**src/rtl/oc_pkg.sv**
```systemverilog
// Shared types and helpers for the operand collector: FSM states, operand/lane counts,
// and the one-hot to bank-index reduction used by both the arbiter and the capture path.
package oc_pkg;

    typedef enum logic [1:0] {IDLE, ISSUE, WAIT, HOLD} oc_state_e;

    localparam int LANES   = 4;
    localparam int NUM_OPS = 3;

    // Lowest set bit wins, so a malformed (multi-hot) select still maps to a single bank.
    function automatic int bank_index(input logic [31:0] onehot);
        for (int b = 0; b < 32; b++) begin
            if (onehot[b]) return b;
        end
        return 0;
    endfunction

endpackage

```
**src/rtl/oc_bank_arbiter.sv**
```systemverilog
// Combinational per-bank read arbiter: picks the lowest-index pending operand on each bank and
// folds in any later pending operand on that bank that wants the same address.
module oc_bank_arbiter
    import oc_pkg::*;
#(
    parameter int TotalNumBank = 8,
    parameter int AddrWidth    = 5
) (
    input  logic [NUM_OPS-1:0]                   pending,
    input  logic [NUM_OPS-1:0][TotalNumBank-1:0] read_en,
    input  logic [NUM_OPS-1:0][AddrWidth-1:0]    read_addr,
    output logic [NUM_OPS-1:0]                   grant,
    output logic [TotalNumBank-1:0]              rf_rd_en,
    output logic [TotalNumBank*AddrWidth-1:0]    rf_rd_addr
);

    localparam int BIW = (TotalNumBank > 1) ? $clog2(TotalNumBank) : 1;

    logic [BIW-1:0] bidx [NUM_OPS];

    always_comb begin
        for (int i = 0; i < NUM_OPS; i++) begin
            bidx[i] = BIW'(bank_index(32'(read_en[i])));
        end
    end

    always_comb begin
        logic found;
        logic lead_ok;
        grant      = '0;
        rf_rd_en   = '0;
        rf_rd_addr = '0;
        found      = 1'b0;
        lead_ok    = 1'b1;
        for (int i = 0; i < NUM_OPS; i++) begin
            found   = 1'b0;
            lead_ok = 1'b1;
            // The first lower-index pending operand on the same bank owns the port this cycle.
            for (int j = 0; j < i; j++) begin
                if (!found && pending[j] && (bidx[j] == bidx[i])) begin
                    found   = 1'b1;
                    lead_ok = (read_addr[j] == read_addr[i]);
                end
            end
            grant[i] = pending[i] && lead_ok;
            if (grant[i]) begin
                rf_rd_en[bidx[i]]                          = 1'b1;
                rf_rd_addr[bidx[i]*AddrWidth +: AddrWidth] = read_addr[i];
            end
        end
    end

endmodule

```
**src/rtl/operand_collector.sv**
```systemverilog
// Operand collector: latches one decoded instruction, reads up to three operands from the banked
// register file (serialising bank conflicts), then holds the collected operands for the RF->EX stage.
module operand_collector
    import oc_pkg::*;
#(
    parameter int DataWidth    = 32,
    parameter int TotalNumBank = 8,
    parameter int AddrWidth    = 5,
    parameter int SbWidth      = 64
) (
    input  logic                                 clk,
    input  logic                                 rst,
    input  logic                                 sclr,
    input  logic                                 in_valid,
    output logic                                 in_ready,
    input  logic [TotalNumBank-1:0]              readEn1_d,
    input  logic [TotalNumBank-1:0]              readEn2_d,
    input  logic [TotalNumBank-1:0]              readEn3_d,
    input  logic [AddrWidth-1:0]                 readAddr1_d,
    input  logic [AddrWidth-1:0]                 readAddr2_d,
    input  logic [AddrWidth-1:0]                 readAddr3_d,
    input  logic [SbWidth-1:0]                   sb_d,
    output logic [TotalNumBank-1:0]              rf_rd_en,
    output logic [TotalNumBank*AddrWidth-1:0]    rf_rd_addr,
    input  logic [TotalNumBank*LANES*DataWidth-1:0] rf_rd_data,
    output logic                                 out_valid,
    input  logic                                 out_ready,
    output logic [LANES*DataWidth-1:0]           readData1,
    output logic [LANES*DataWidth-1:0]           readData2,
    output logic [LANES*DataWidth-1:0]           readData3,
    output logic [TotalNumBank-1:0]              readEn1_r,
    output logic [TotalNumBank-1:0]              readEn2_r,
    output logic [TotalNumBank-1:0]              readEn3_r,
    output logic [AddrWidth-1:0]                 readAddr1_r,
    output logic [AddrWidth-1:0]                 readAddr2_r,
    output logic [AddrWidth-1:0]                 readAddr3_r,
    output logic [SbWidth-1:0]                   sb_r,
    output logic                                 err_bank
);

    localparam int OPW = LANES * DataWidth;
    localparam int BIW = (TotalNumBank > 1) ? $clog2(TotalNumBank) : 1;

    oc_state_e state, state_nx;

    logic [NUM_OPS-1:0]                   pending, inflight, grant, arb_pending, new_pending;
    logic [NUM_OPS-1:0][TotalNumBank-1:0] en_d, en_r;
    logic [NUM_OPS-1:0][AddrWidth-1:0]    addr_d, addr_r;
    logic [OPW-1:0]                       data_r [NUM_OPS];
    logic [BIW-1:0]                       bidx   [NUM_OPS];
    logic                                 accept, bad_en;

    assign en_d   = {readEn3_d, readEn2_d, readEn1_d};
    assign addr_d = {readAddr3_d, readAddr2_d, readAddr1_d};

    assign accept      = (state == IDLE) && in_valid;
    assign arb_pending = (state == ISSUE) ? pending : '0;

    always_comb begin
        bad_en = 1'b0;
        for (int i = 0; i < NUM_OPS; i++) begin
            new_pending[i] = |en_d[i];
            bidx[i]        = BIW'(bank_index(32'(en_r[i])));
            if ((en_d[i] & (en_d[i] - TotalNumBank'(1))) != '0) bad_en = 1'b1;
        end
    end

    oc_bank_arbiter #(
        .TotalNumBank (TotalNumBank),
        .AddrWidth    (AddrWidth)
    ) u_arb (
        .pending    (arb_pending),
        .read_en    (en_r),
        .read_addr  (addr_r),
        .grant      (grant),
        .rf_rd_en   (rf_rd_en),
        .rf_rd_addr (rf_rd_addr)
    );

    always_comb begin
        state_nx = state;
        case (state)
            IDLE:    if (in_valid) state_nx = (|new_pending) ? ISSUE : HOLD;
            ISSUE:   if ((pending & ~grant) == '0) state_nx = WAIT;
            WAIT:    state_nx = HOLD;
            HOLD:    if (out_ready) state_nx = IDLE;
            default: state_nx = IDLE;
        endcase
    end

    always_ff @(posedge clk or posedge rst) begin
        if (rst) begin
            state    <= IDLE;
            pending  <= '0;
            inflight <= '0;
            en_r     <= '0;
            addr_r   <= '0;
            sb_r     <= '0;
            err_bank <= 1'b0;
            for (int i = 0; i < NUM_OPS; i++) data_r[i] <= '0;
        end else if (sclr) begin
            state    <= IDLE;
            pending  <= '0;
            inflight <= '0;
            en_r     <= '0;
            addr_r   <= '0;
            sb_r     <= '0;
            err_bank <= 1'b0;
            for (int i = 0; i < NUM_OPS; i++) data_r[i] <= '0;
        end else begin
            state    <= state_nx;
            err_bank <= accept && bad_en;
            inflight <= grant;
            if (accept) begin
                en_r    <= en_d;
                addr_r  <= addr_d;
                sb_r    <= sb_d;
                pending <= new_pending;
                for (int i = 0; i < NUM_OPS; i++) data_r[i] <= '0;
            end else begin
                pending <= pending & ~grant;
                // Read data returns one cycle after the strobe, i.e. while the operand is inflight.
                for (int i = 0; i < NUM_OPS; i++) begin
                    if (inflight[i]) data_r[i] <= rf_rd_data[bidx[i]*OPW +: OPW];
                end
            end
        end
    end

    assign in_ready    = (state == IDLE);
    assign out_valid   = (state == HOLD);
    assign readData1   = data_r[0];
    assign readData2   = data_r[1];
    assign readData3   = data_r[2];
    assign readEn1_r   = en_r[0];
    assign readEn2_r   = en_r[1];
    assign readEn3_r   = en_r[2];
    assign readAddr1_r = addr_r[0];
    assign readAddr2_r = addr_r[1];
    assign readAddr3_r = addr_r[2];

endmodule

```
**config.mk**
```make
export PLATFORM = sky130hd
export DESIGN_NAME = operand_collector
export DESIGN_NICKNAME = d
export VERILOG_FILES = /design/src/rtl/oc_pkg.sv /design/src/rtl/oc_bank_arbiter.sv /design/src/rtl/operand_collector.sv
export SDC_FILE = /design/constraint.sdc
export NUM_CORES = 2
export LEC_CHECK = 0
export CAP_MARGIN = 10
export CORE_AREA = 2 2 655 657
export DETAILED_ROUTE_END_ITERATION = 12
export DIE_AREA = 0 0 657 659
export GPL_ROUTABILITY_DRIVEN = 0
export PLACE_DENSITY_LB_ADDON = 0.15
export SKIP_LAST_GASP = 1
export SLEW_MARGIN = 5
export SYNTH_ARGS = -nofsm -noshare
export SYNTH_HDL_FRONTEND = slang
export SYNTH_SLANG_ARGS = --single-unit
```
**constraint.sdc**
```tcl
create_clock -name clk -period 15.3 [get_ports clk]
set_input_delay 2.295 -clock clk [delete_from_list [all_inputs] [get_ports clk]]
set_output_delay 2.295 -clock clk [all_outputs]
set_load 0.005 [all_outputs]
```
Word-level counts from Yosys, hierarchy flattened
Index checks and enable logic that the tools add are counted.
- memories kept: 0
- memory bits (read-only): 0
- output and inout bits: 538
- RAM bits: 0
- latch bits: 0
- bits of input ports: 1132
- bits in registers: 496
- logic and storage cells: 347
- reductions and logical operators: 26
- shift-type cells: 9
- bitwise logic cells: 8
- muxes and demuxes: 263
- multipliers: 3
- $lt $le $gt $ge: 6
- eq/ne operators: 12
- add/subtract/negate cells: 6
- div/mod/pow operators: 0
- operators by type and width (operator ; count):
    $shiftx A1024 B11 Y128 ; 3
    $mux W384 ; 2
    $mux W128 ; 3
    $mux W3 ; 59
    $mux W1 ; 173
    $mux W64 ; 2
    $mux W40 ; 3
    $shift A5 B34 Y40 const A ; 3
    $shiftx A5 B34 Y40 ; 3
    $neg A6 Y34 ; 3
    $bwmux W40 ; 2
    $mux W24 ; 2
    $and A40 B40 Y40 ; 1
    $mux W15 ; 2
    $and A8 B8 Y8 ; 3
    $mux W8 ; 3
    $reduce_bool A8 Y1 ; 3
    $reduce_or A24 Y1 ; 1
    $reduce_or A8 Y1 ; 3
    $sub A8 B1 Y8 const B ; 3
    $mul A3 B3 Y6 const B ; 3
    $mux W2 ; 8
    $or A8 B8 Y8 ; 2
    $eq A5 B5 Y1 ; 3
    other kinds (18) ; 40

Logic depth before layout (Yosys ltp)
- depth after elaboration: 44
- depth in mapped cells: 15
- depth with buffers taken out: 12

Modules after synthesis
Synthesis repeated with hierarchy kept, for this count alone.
- cell total of the unflattened synthesis: 6889
- area total of the unflattened synthesis: 55608.3 µm²
- by module, submodules not included (module ; cells an instance ; times used ; sequential area each (µm²) ; area each (µm²)):
    operand_collector ; 6508 ; 1 ; 12411.9 ; 52972.1
    oc_bank_arbiter ; 381 ; 1 ; 0.0 ; 2636.3

Worst setup path before layout
No wires, ideal clock.
- kind: flip-flop to output port
- from: register en_r, in the netlist readEn1_r[0]
- to: output rf_rd_addr[10]
- arrival: 3250 ps
- stages on the path, launching flop included: 13
- setup slack: 9755 ps
- buffers on the path: 3
- data required time: 13005 ps
- cell sequence: dfrtp_1 -> or3_1 -> o22ai_2 -> clkbuf_1 -> clkbuf_1 -> clkbuf_1 -> ha_1 -> and3_1 -> nand2_1 -> nor3_1 -> nand2_1 -> mux2_1 -> mux2i_1
- word-level cells in the longest chain between the ends: 12
- elaborated cells between the ends (all ways): 27
- those cells by class: add/sub (1); mul (1); eq/ne (2); shift (2); mux (13); bitwise (1); reduce/logical (7)
- RTL lines (element ; RTL line ; RTL):
    from (decl) ; operand_collector.sv:47 ; logic [NUM_OPS-1:0][TotalNumBank-1:0] en_d, en_r;
    from (signal assigned) ; operand_collector.sv:115 ; en_r <= en_d;
    $mux W1 * ; oc_pkg.sv:13 ; if (onehot[b]) return b;
    $mux W3 / $mux W1 (equally long branches) ; oc_pkg.sv:12 ; for (int b = 0; b < 32; b++) begin
    $mux W3 * ; n/a ;
    $mul A3 B3 Y6 / $eq A3 B3 Y1 (equally long branches) ; oc_bank_arbiter.sv:48, oc_bank_arbiter.sv:40 ;
    $neg A6 Y34 / $logic_and A1 B1 Y1 (equally long branches) ; oc_bank_arbiter.sv:48, oc_bank_arbiter.sv:40 ;
    $shiftx A5 B34 Y40, or another cell as far along ; oc_bank_arbiter.sv:48 ; rf_rd_addr[bidx[i]*AddrWidth +: AddrWidth] = read_addr[i];
    $and A40 B40 Y40 (no line) / $logic_not A1 Y1 (equally long branches) ; n/a ;
    $mux W40 / $logic_and A1 B1 Y1 (equally long branches) ; oc_bank_arbiter.sv:46, oc_bank_arbiter.sv:40 ;
    $bwmux W40 / $logic_and A1 B1 Y1 (equally long branches) ; oc_bank_arbiter.sv:48, oc_bank_arbiter.sv:40 ;
    $mux W40 / $mux W1 (equally long branches) ; oc_bank_arbiter.sv:46, oc_bank_arbiter.sv:40 ;
    $bwmux W40 / $logic_and A1 B1 Y1 (equally long branches) ; oc_bank_arbiter.sv:48, oc_bank_arbiter.sv:45 ;
    $mux W40 * ; oc_bank_arbiter.sv:46 ; if (grant[i]) begin
    to (decl) ; operand_collector.sv:24 ; output logic [TotalNumBank*AddrWidth-1:0] rf_rd_addr,
Mark *: on every way between the ends. The rest lies on a longest branch, timed or not.

Worst setup path after layout
- from: register en_r, in the netlist readEn1_r[7]
- to: output rf_rd_en[6]
- word-level cells in the longest chain between the ends: 18
- elaborated cells between the ends (all ways): 40
- those cells by class: order compare (2); eq/ne (2); mux (26); bitwise (2); reduce/logical (8)
- RTL lines (element ; RTL line ; RTL):
    $mux W3 / $mux W1 (equally long branches) ; oc_pkg.sv:13 ;
    $mux W3 / $mux W1 (equally long branches) ; n/a ;
    $mux W3 / $mux W1 (equally long branches) ; oc_pkg.sv:12 ;
    $mux W3 / $mux W1 (equally long branches) (2 in a row) ; n/a ;
    $mux W3 / $mux W1 (equally long branches) ; oc_pkg.sv:12 ;
    $mux W3 / $mux W1 (equally long branches) ; n/a ;
    $mux W3 / $mux W1 (equally long branches) ; oc_pkg.sv:12 ;
    $mux W3 * ; n/a ;
    $lt A3 B4 Y1 (not written as such), or another cell as far along ; oc_bank_arbiter.sv:47 ; rf_rd_en[bidx[i]] = 1'b1;
    $logic_and A1 B1 Y1, on equally long branches ; oc_bank_arbiter.sv:47, oc_bank_arbiter.sv:40 ;
    $mux W1, on equally long branches ; oc_bank_arbiter.sv:47, oc_bank_arbiter.sv:40 ;
    $demux W1 S3 / $logic_not A1 Y1 (equally long branches) ; n/a ;
    $mux W8 / $logic_and A1 B1 Y1 (equally long branches) ; oc_bank_arbiter.sv:46, oc_bank_arbiter.sv:40 ;
    $or A8 B8 Y8 (no line) / $logic_and A1 B1 Y1 (equally long branches) ; n/a ;
    $mux W8 / $mux W1 (equally long branches) ; oc_bank_arbiter.sv:46, oc_bank_arbiter.sv:40 ;
    $or A8 B8 Y8 (no line) / $logic_and A1 B1 Y1 (equally long branches) ; n/a ;
    $mux W8 * ; oc_bank_arbiter.sv:46 ;
    to (decl) ; operand_collector.sv:23 ; output logic [TotalNumBank-1:0] rf_rd_en,
Marks and branches as above.

==> qor.csv <==
stage;metric;value;unit
status;status;finished, final reports clean;
critical_path;FF-to-FF End;readData1[89]$_DFFE_PP0P_;
route;first-iteration detailed-routing DRC count;6373;
timing;Final Cycle Share;54.1;%
die;row cnt;240;
timing;endpoints failing setup;0;
global_routing;pin count of the biggest net entering global routing;99;
timing;slew at the pin with the worst max-slew slack;1.31;ns
critical_path;CP Capture Point;rf_rd_en[6];
critical_path;Reg-to-Reg Start;readEn1_r[0]$_DFFE_PP0P_;
power_and_ir_drop;peak supply drop;0.113;mV
power_and_ir_drop;PD cells;136;nW/um^2
critical_path;CP startpoint kind;flop;
min_path;Tightest Hold Check Type;reg2reg;
timing;Setup TNS;0;ns
layout;fill count;48600;
route;via count;56500;
layout;nets@finish;7693;
timing;fmax;121;MHz
route;WL final;460000;um
critical_path;worst setup path start;readEn1_r[7]$_DFFE_PP0P_;
synth;Cell Area, Synth;38700;sq um
critical_path;highest net fanout along the worst path;28;
layout;layout cell share with drive strength beyond 1;5.40;%
die;core area;426000;sq um
die;Die Ht;659;um
timing;Pins Over Slew Limit;0;
synth;Post-Syn Instances;5195;
clocking;Post-CTS Setup Repair Bufs;0;
global_routing;first-pass GRT wire length;589000;um
flow_run;Max Cap Viol;0;
clocking;CTS tree;yes;
clocking;H-tree depth;3;
critical_path;FF-to-FF path depth;10;
critical_path;setup slack, reg-to-reg;10.00;ns
synth;Main synth FF type;dfrtp_1;
global_routing;initial antenna violation count;307;
die;# IOs;1670;
global_routing;vias in the first global route;53300;
route;routed len/inst;37.0;um
synth;Yosys cell types;68;
clocking;post-CTS sizing;0;
route;First-pass DRT Iterations;9;
clocking;CTS root buf;clkbuf_16;
timing;setup repair after global routing missed its margin;false;
timing;final hold vios;0;
route;Post-DRT Antenna Nets;0;
route;routed vias/inst;4.55;
synth;syn_area_per_cell;7.46;sq um
synth;YS warnings;0;
timing;Slew headroom;13.0;%
timing;min cycle time layout;8.28;ns
die;chip width;657;um
critical_path;CP Class;reg2out;
place;Port Buffers;1669;
synth;EDFF count, synth;0;
place;HPWL Detailed;342000;um
die;die area;433000;sq um
synth;ys async rst share;100;%
clocking;Sink Count;496;
critical_path;CP arrival;5.99;ns
layout;area growth from synthesis to layout;68.2;%
synth;Yosys reg bits;496;
critical_path;Critical Path RT;13.01;ns
clocking;Num CTS Buffers;90;
global_routing;total congestion overflow;0;
clocking;hold bufs inserted after CTS;0;
clocking;clk slew on worst S/H paths;0.06;ns
die;Initial Util;9.10;%
synth;Syn Nets;6343;
clocking;worst-case clock buffer depth;4;
power_and_ir_drop;Pleak;0.0231;uW
timing;clock skew;0.0766;ns
power_and_ir_drop;Design Power;8830;uW
route;# DRC;0;
critical_path;Crit. End Element;output port;
synth;Seq/Total Area, Yosys;32.0;%
global_routing;Tot GR Track Use;20.2;%
clocking;clk_lat worst skew;0.86;ns
==> metrics by stage <==
| step | util, % | worst slack (ns) | hold slack [ns] | instances | area, sq um |
|---|---|---|---|---|---|
| after global routing | 15.3 | 6.84 | 0.493 | 12400 | 65000 |
| after floorplan | - | 6.28 | 0.473 | 5195 | 38700 |
| final | 15.3 | 7.02 | 0.477 | 12400 | 65100 |
| after CTS | 15.2 | 6.97 | 0.477 | 12300 | 64800 |
| after global placement | 14.5 | 8.05 | 0.460 | 12100 | 61900 |
| after detailed placement | 14.5 | 8.03 | 0.464 | 12100 | 61900 |
==> worst max-delay path, cell delays in order (launching register included) <==
cell	delay [ns]
dfrtp_1	0.53
nor2_1	0.17
o31ai_1	0.25
and2_1	0.79
inv_8	0.27
xnor2_1	0.34
a311oi_1	0.18
o211a_4	0.40
nor3_2	0.97
a221o_1	0.30
clkdlybuf4s50_1	0.88
==> layout by cell type, fill, tap and decap left out, types with 144 or more instances in the layout <==
cell type / instances
a311oi_1: 258
nand2_1: 1004
o221ai_1: 266
clkdlybuf4s50_1: 1669
buf_4: 144
nand3_1: 147
o22ai_1: 753
o31ai_1: 149
dfrtp_1: 495
nor2_1: 539
a21oi_1: 146
==> Yosys cell counts (4+ instances only) <==
cell type	count	area, sq um
nor4_4	6	128
nor2b_1	4	25.0
nand2_1	1008	3780
dfrtp_1	496	12400
nor4_1	13	81.3
a211oi_1	6	45.0
mux2_4	5	75.1
a21o_1	99	743
xor2_1	7	61.3
clkbuf_1	516	1940
mux2_1	12	135
o22a_1	10	87.6
nor3_1	113	566
o21ai_0	27	135
nand3_1	157	786
a311oi_1	258	2260
o211ai_1	127	953
xnor2_1	21	184
buf_2	4	20.0
ha_1	16	200
nor2_1	542	2030
or4_1	5	37.5
a22o_1	92	806
a21oi_1	148	741
buf_1	37	139
o31ai_1	150	1130
mux2_2	23	259
and2_1	8	50.1
a221o_1	6	60.1
o221ai_1	266	2330
nand2b_1	134	838
o22ai_1	753	4710
mux2i_1	43	430
or3_1	4	25.0
inv_1	29	109
==> final cells by class <==
type / count / area [sq um] / share of cell area, %
Clock buffer: 129 / 2580 / 3.96
Sequential cell: 496 / 12400 / 19.1
Tap cell: 5687 / 7120 / 10.9
Inverter: 32 / 139 / 0.213
Timing Repair Buffer: 1818 / 17900 / 27.5
Antenna cell: 137 / 343 / 0.526
Multi-Input combinational cell: 4107 / 24400 / 37.4
Clock inverter: 25 / 309 / 0.474
==> per-layer routing <==
metal  GRT usage (%)  vias up  part of all wire, %
met5               0        -                 0.18
met1            23.4    28700                   38
met4            7.49      126                  4.1
met2            34.7     4011                   49
met3            6.19      936                  9.2
li1                -    22700                    -
==> flip-flops by register name (all words and copies together), names as in the netlist <==
| name | flops |
|---|---|
| readData1 | 128 |
| readData2 | 128 |
| readData3 | 128 |
| sb_r | 64 |
| readEn1_r | 8 |
| readEn2_r | 8 |
| readEn3_r | 8 |
| readAddr1_r | 5 |
| readAddr2_r | 5 |
| readAddr3_r | 5 |
| inflight | 3 |
| pending | 3 |
| state | 2 |
| err_bank | 1 |
==> power breakdown <==
part | switching, uW | leakage (uW) | internal (uW)
clock network | 917 | 0.00143 | 1260
registers | 115 | 0.00687 | 1410
logic | 3730 | 0.0148 | 1390
total | 4760 | 0.0231 | 4060
==> worst min-delay path by stage <==
stage	slack (ns)	cells past startpoint	endpoint	startpoint
global placement	0.46	1	readData3[82]$_DFFE_PP0P_	readData3[82]$_DFFE_PP0P_
global route	0.49	1	readData3[86]$_DFFE_PP0P_	readData3[86]$_DFFE_PP0P_
detailed placement	0.46	1	readData3[60]$_DFFE_PP0P_	readData3[60]$_DFFE_PP0P_
CTS	0.48	1	readData3[60]$_DFFE_PP0P_	readData3[60]$_DFFE_PP0P_
floorplan	0.47	2	readData2[0]$_DFFE_PP0P_	readData2[0]$_DFFE_PP0P_
finish	0.48	1	readData3[70]$_DFFE_PP0P_	readData3[70]$_DFFE_PP0P_
==> cells by family (layout without fill, tap and decap cells) <==
family / after synthesis / after routing / share of synthesized area [%]
simple gates: 2010 / 2010 / 21.9
compound gates: 1967 / 1967 / 36.7
buf+inv: 592 / 2004 / 5.79
flops: 496 / 496 / 32.0
mux: 83 / 83 / 2.32
xor+xnor: 28 / 28 / 0.633
fa+ha+maj: 19 / 19 / 0.594
other cells: 0 / 137 / 0
No activity file was read; power rests on OpenSTA's default activity.
